--- src/rtl/regfile_writeback_queue.sv ---
`default_nettype none
// regfile_writeback_queue: in-order queue of ALU/load results feeding the register file write port.
// Optional youngest-match bypass lookup, built only when macro WB_BYPASS_EN is defined.
module regfile_writeback_queue #(
   parameter int DATA_WIDTH = 32,
   parameter int ADDR_WIDTH = 5,
   parameter int DEPTH      = 4
) (
   input  logic                    clk,
   input  logic                    rst_n,
   input  logic                    alu_valid,
   input  logic [ADDR_WIDTH-1:0]   alu_rd,
   input  logic [DATA_WIDTH-1:0]   alu_data,
   output logic                    alu_ready,
   input  logic                    mem_valid,
   input  logic [ADDR_WIDTH-1:0]   mem_rd,
   input  logic [DATA_WIDTH-1:0]   mem_data,
   output logic                    mem_ready,
   output logic                    reg_write,
   output logic [ADDR_WIDTH-1:0]   rd,
   output logic [DATA_WIDTH-1:0]   write_data,
   input  logic [ADDR_WIDTH-1:0]   rs1,
   input  logic [ADDR_WIDTH-1:0]   rs2,
   output logic                    rs1_hit,
   output logic [DATA_WIDTH-1:0]   rs1_fwd,
   output logic                    rs2_hit,
   output logic [DATA_WIDTH-1:0]   rs2_fwd,
   output logic [$clog2(DEPTH):0]  count,
   output logic                    full,
   output logic                    empty
);
   localparam int PW = $clog2(DEPTH);
   localparam int CW = PW + 1;

   logic [ADDR_WIDTH-1:0] q_rd   [DEPTH];
   logic [DATA_WIDTH-1:0] q_data [DEPTH];
   logic [PW-1:0]         head;
   logic [PW-1:0]         tail;
   logic [PW-1:0]         alu_slot;
   logic [CW-1:0]         free;
   logic [CW-1:0]         pushes;
   logic                  pop;
   logic                  push_mem;
   logic                  push_alu;

   assign empty = (count == '0);
   assign full  = (count == CW'(DEPTH));
   assign pop   = !empty;

   // The head is always popped this cycle, so its slot counts as free.
   assign free      = CW'(DEPTH) - count + CW'(pop);
   assign mem_ready = (free >= CW'(1));
   assign alu_ready = (free >= CW'(2)) || ((free >= CW'(1)) && !mem_valid);

   // x0 results are acknowledged but dropped.
   assign push_mem = mem_valid && mem_ready && (mem_rd != '0);
   assign push_alu = alu_valid && alu_ready && (alu_rd != '0);
   assign pushes   = CW'(push_mem) + CW'(push_alu);
   assign alu_slot = tail + PW'(push_mem);

   assign reg_write  = pop;
   assign rd         = empty ? '0 : q_rd[head];
   assign write_data = empty ? '0 : q_data[head];

   always_ff @(posedge clk or negedge rst_n) begin
      if (!rst_n) begin
         head  <= '0;
         tail  <= '0;
         count <= '0;
         for (int i = 0; i < DEPTH; i++) begin
            q_rd[i]   <= '0;
            q_data[i] <= '0;
         end
      end else begin
         if (push_mem) begin
            q_rd[tail]   <= mem_rd;
            q_data[tail] <= mem_data;
         end
         if (push_alu) begin
            q_rd[alu_slot]   <= alu_rd;
            q_data[alu_slot] <= alu_data;
         end
         head  <= head + PW'(pop);
         tail  <= tail + PW'(push_mem) + PW'(push_alu);
         count <= count - CW'(pop) + pushes;
      end
   end

`ifdef WB_BYPASS_EN
   // Scan oldest to youngest so the youngest match is the last one written.
   always_comb begin
      rs1_hit = 1'b0;
      rs1_fwd = '0;
      rs2_hit = 1'b0;
      rs2_fwd = '0;
      for (int i = 0; i < DEPTH; i++) begin
         if (CW'(i) < count) begin
            if ((rs1 != '0) && (q_rd[head + PW'(i)] == rs1)) begin
               rs1_hit = 1'b1;
               rs1_fwd = q_data[head + PW'(i)];
            end
            if ((rs2 != '0) && (q_rd[head + PW'(i)] == rs2)) begin
               rs2_hit = 1'b1;
               rs2_fwd = q_data[head + PW'(i)];
            end
         end
      end
   end
`else
   logic unused_rs;
   assign unused_rs = ^{rs1, rs2};
   assign rs1_hit   = 1'b0;
   assign rs1_fwd   = '0;
   assign rs2_hit   = 1'b0;
   assign rs2_fwd   = '0;
`endif

endmodule
`default_nettype wire

--- config.mk ---
export PLATFORM = sky130hd
export DESIGN_NAME = regfile_writeback_queue
export DESIGN_NICKNAME = d
export VERILOG_FILES = /design/src/rtl/regfile_writeback_queue.sv
export SDC_FILE = /design/constraint.sdc
export NUM_CORES = 1
export LEC_CHECK = 0
export CAP_MARGIN = 20
export CORE_UTILIZATION = 48
export DETAILED_ROUTE_END_ITERATION = 7
export PLACE_DENSITY_LB_ADDON = 0.12
export SLEW_MARGIN = 10
export SYNTH_ARGS = -nofsm -noshare
export SYNTH_HDL_FRONTEND = slang
export SYNTH_SLANG_ARGS = --single-unit
--- constraint.sdc ---
create_clock -name clk -period 3.4 [get_ports clk]
set_input_delay 0.68 -clock clk [delete_from_list [all_inputs] [get_ports clk]]
set_output_delay 0.68 -clock clk [all_outputs]
set_load 0.03 [all_outputs]
==> out/metrics.csv <==
metric,value,unit
status,"complete, no violations",
R2R Setup Slk,0.30,ns
cells after synthesis,1102,
drt via density,6.226,
crit start category,flip-flop,
Tot GR Track Use,28.13,%
Max Clock Freq,307.7,MHz
Starting Density,49.65,%
post-synthesis cell type count,39,
Die H,147.8,um
filler instances,1806,
port bufs,122,
Worst Path Arrival,2.57,ns
number of global-route vias before repair,8472,
area of the multi-input gates,5334,um2
Worst setup EP type,output port,
Power per Cell Area,1214,nW/um2
r2r startpoint,count[2]$_DFF_PN0_,
Post-Syn Area,10210,um2
switch share,45.16,%
biggest area consumer among synthesized cells,dfrtp_1,
Seq pwr share,23.8,%
# setup viols final,0,
post-DP HPWL,17540,um
clock skew,0.01059,ns
Post-synth EDFFs,0,
yosys warns,0,
DR iter-0 viols,697,
"FFs w/ async S/R, synth",100.0,%
sequential standard cell area,3885,um2
largest net degree at the start of global routing,161,
CTS root buffer,clkbuf_16,
H-tree depth,4,
RSZ-0062 raised after global routing,false,
Clock Latency Late Sink,0.43,ns
HP Class,input pin to async pin,
final core utilization,58.78,%
ANT nets after route,0,
overall power,14.67,mW
die span in x,147.8,um
Nets,1262,
DR WL/cell,20.69,um
Final Hold Vio Count,0,
Clk pwr share,13.5,%
critical path required time,2.72,ns
I/O pin cnt,199,
Setup WS post-layout,0.1498,ns
Int Pwr,8.045,mW
Core ar.,20560,um2
grt total ovfl,0,
layout cells sized above 1,11.79,%
reported net switching power,6.625,mW
CTS Buffer Depth,2,
TritonCTS clock tree,done,
combinational power share,62.7,%
DRC violations left,0,
maxcap violations,0,
first-pass GRT wire length,47970,um
total number of vias,9022,
CTS Sinks,155,
Seq cells post-synth,155,
fin crit period,3.250,ns
maximum vdd drop,0.6112,mV
kind of critical path,flip-flop to output port,
"worst slack, placed",0.01280,ns
initial antenna violation count,0,
cts hold-fix bufs,0,
Die ar.,21860,um2
clock slew at reported path FFs,0.06,ns
syn avg cell area,9.264,um2
1st-pass router iterations,5,
Tightest Pin Transition,0.7828,ns
post-synth top area share,37.99,%
Area Growth Syn to Fin,18.37,%
final WL,29980,um
"critical path fanouts, max",6,
"Seq/Total Area, Yosys",37.99,%
reg2reg end,q_rd[1]$_DFF_PN0_,
# rows,52,
Num CTS Buffers,17,
P_leak,4.541,nW
routability cong.,0.7980,
Final Cycle Share,95.59,%
Slew Limit Fails,0,
"top cells by area, synth","dfrtp_1, or3_1, mux4_2",
Worst R2R Path Depth,12,
ANT cells,0,
relative slew slack,47.82,%
Synth Flop Type,dfrtp_1,
[Yosys cell counts (2+ instances only)]
master,instances
fa_1,2
nor2b_1,41
inv_1,47
o21ai_1,8
dfrtp_1,155
ha_1,6
buf_6,11
o21ai_4,2
xnor2_1,5
a31oi_1,111
nor3_1,149
o211ai_2,2
o211ai_1,3
xor2_1,2
buf_4,70
clkbuf_4,2
or2_1,3
clkbuf_2,7
o21a_1,37
buf_2,40
or3_1,148
mux4_2,37
o21ai_2,3
o21ai_0,103
o31a_1,37
clkbuf_1,57
or4_4,2
[flip-flops by register name, indices dropped and copies added, names as in the netlist]
| register | cells |
|---|---|
| tail | 2 |
| q_rd | 20 |
| count | 3 |
| q_data | 128 |
| head | 2 |
[worst max-delay path: stages, from the launching register on]
cell	delay [ns]
dfrtp_2	0.50
nor3_4	0.16
ha_1	0.16
inv_1	0.04
ha_1	0.29
o21bai_1	0.18
nand2b_2	0.21
clkdlybuf4s50_1	0.60
[kinds of logic (layout without fill, tap and decap cells)]
family                   count (synthesis)  in the layout  synth area share, %
AO/OA/AOI/OAI                          308            308                19.30
flip-flops                             155            155                37.99
buffers and inverters                  236            248                12.87
AND/OR/NAND/NOR                        349            349                19.63
multiplexers                            37             37                8.163
XOR/XNOR                                 8              8               0.8703
adder cells (fa/ha/maj)                  8              8                1.128
other                                    1             66              0.03673
[final cells by class]
class / instances / share of cell area, %
multi-input combinational: 776 / 44.14
sequential: 155 / 32.15
timing repair buffer: 169 / 14.49
clock buffer: 17 / 3.520
tap: 270 / 2.796
inverter: 47 / 1.460
clock inverter: 15 / 1.450
[power by group through the flow]
stage	Combinational, mW	Sequential (mW)	Clock, mW
after CTS	9.21	3.48	2.00
after floorplan	6.21	3.27	0
final	9.19	3.50	1.98
after global placement	9.02	3.47	0
after detailed placement	9.17	3.49	0
after global routing	9.86	3.60	2.06
[layout by cell type (no fill, tap or decap), drive strengths merged, types with 4 or more instances in the layout]
master / count
a31oi: 111
buf: 48
clkbuf: 17
clkdlybuf4s50: 121
clkinv: 7
clkinvlp: 4
conb: 66
dfrtp: 155
ha: 6
inv: 48
mux4: 37
nor2b: 41
nor3: 149
o211ai: 5
o21a: 37
o21ai: 116
o31a: 37
or3: 148
xnor2: 5
[per-layer routing]
layer	vias to the layer above	global-route usage (%)	routed length [um]
met5	-	0	0
met4	0	8.299	397
met3	29	4.722	2179
met2	458	45.54	14740
met1	4477	38.83	12670
li1	4058	-	-
[metrics by stage]
| stage | cell area, um2 | cells | hold slack (ns) | setup TNS, ns |
|---|---|---|---|---|
| finish | 12080 | 1449 | 0.2923 | 0 |
| global route | 12080 | 1449 | 0.3493 | 0 |
| CTS | 12080 | 1449 | 0.3325 | 0 |
| detailed placement | 11480 | 1417 | 0.5541 | 0 |
| global placement | 11480 | 1417 | 0.5457 | 0 |
| floorplan | 10480 | 1167 | 0.3844 | -0.006570 |
[how the worst max path moves through the flow]
| stage | slack (ns) | end | depth (start not counted) | from |
|---|---|---|---|---|
| 3_3_place_gp | 0.02 | q_rd[13]$_DFF_PN0_ | 11 | mem_rd[1] |
| 2_1_floorplan | -0.007 | count[2]$_DFF_PN0_ | 15 | count[1]$_DFF_PN0_ |
| 5_1_grt | 0.06 | alu_ready | 7 | count[2]$_DFF_PN0_ |
| 4_1_cts | 0.03 | write_data[22] | 4 | head[0]$_DFF_PN0_ |
| 6_report | 0.15 | alu_ready | 7 | count[2]$_DFF_PN0_ |
| 3_5_place_dp | 0.01 | q_rd[11]$_DFF_PN0_ | 11 | mem_rd[1] |
[timing repair]
action                     4_1_cts  5_1_grt
setup endpoints to repair        0        1
setup buffers                    0        0
resized for setup                0        1
(Power assumes the default switching activity.)
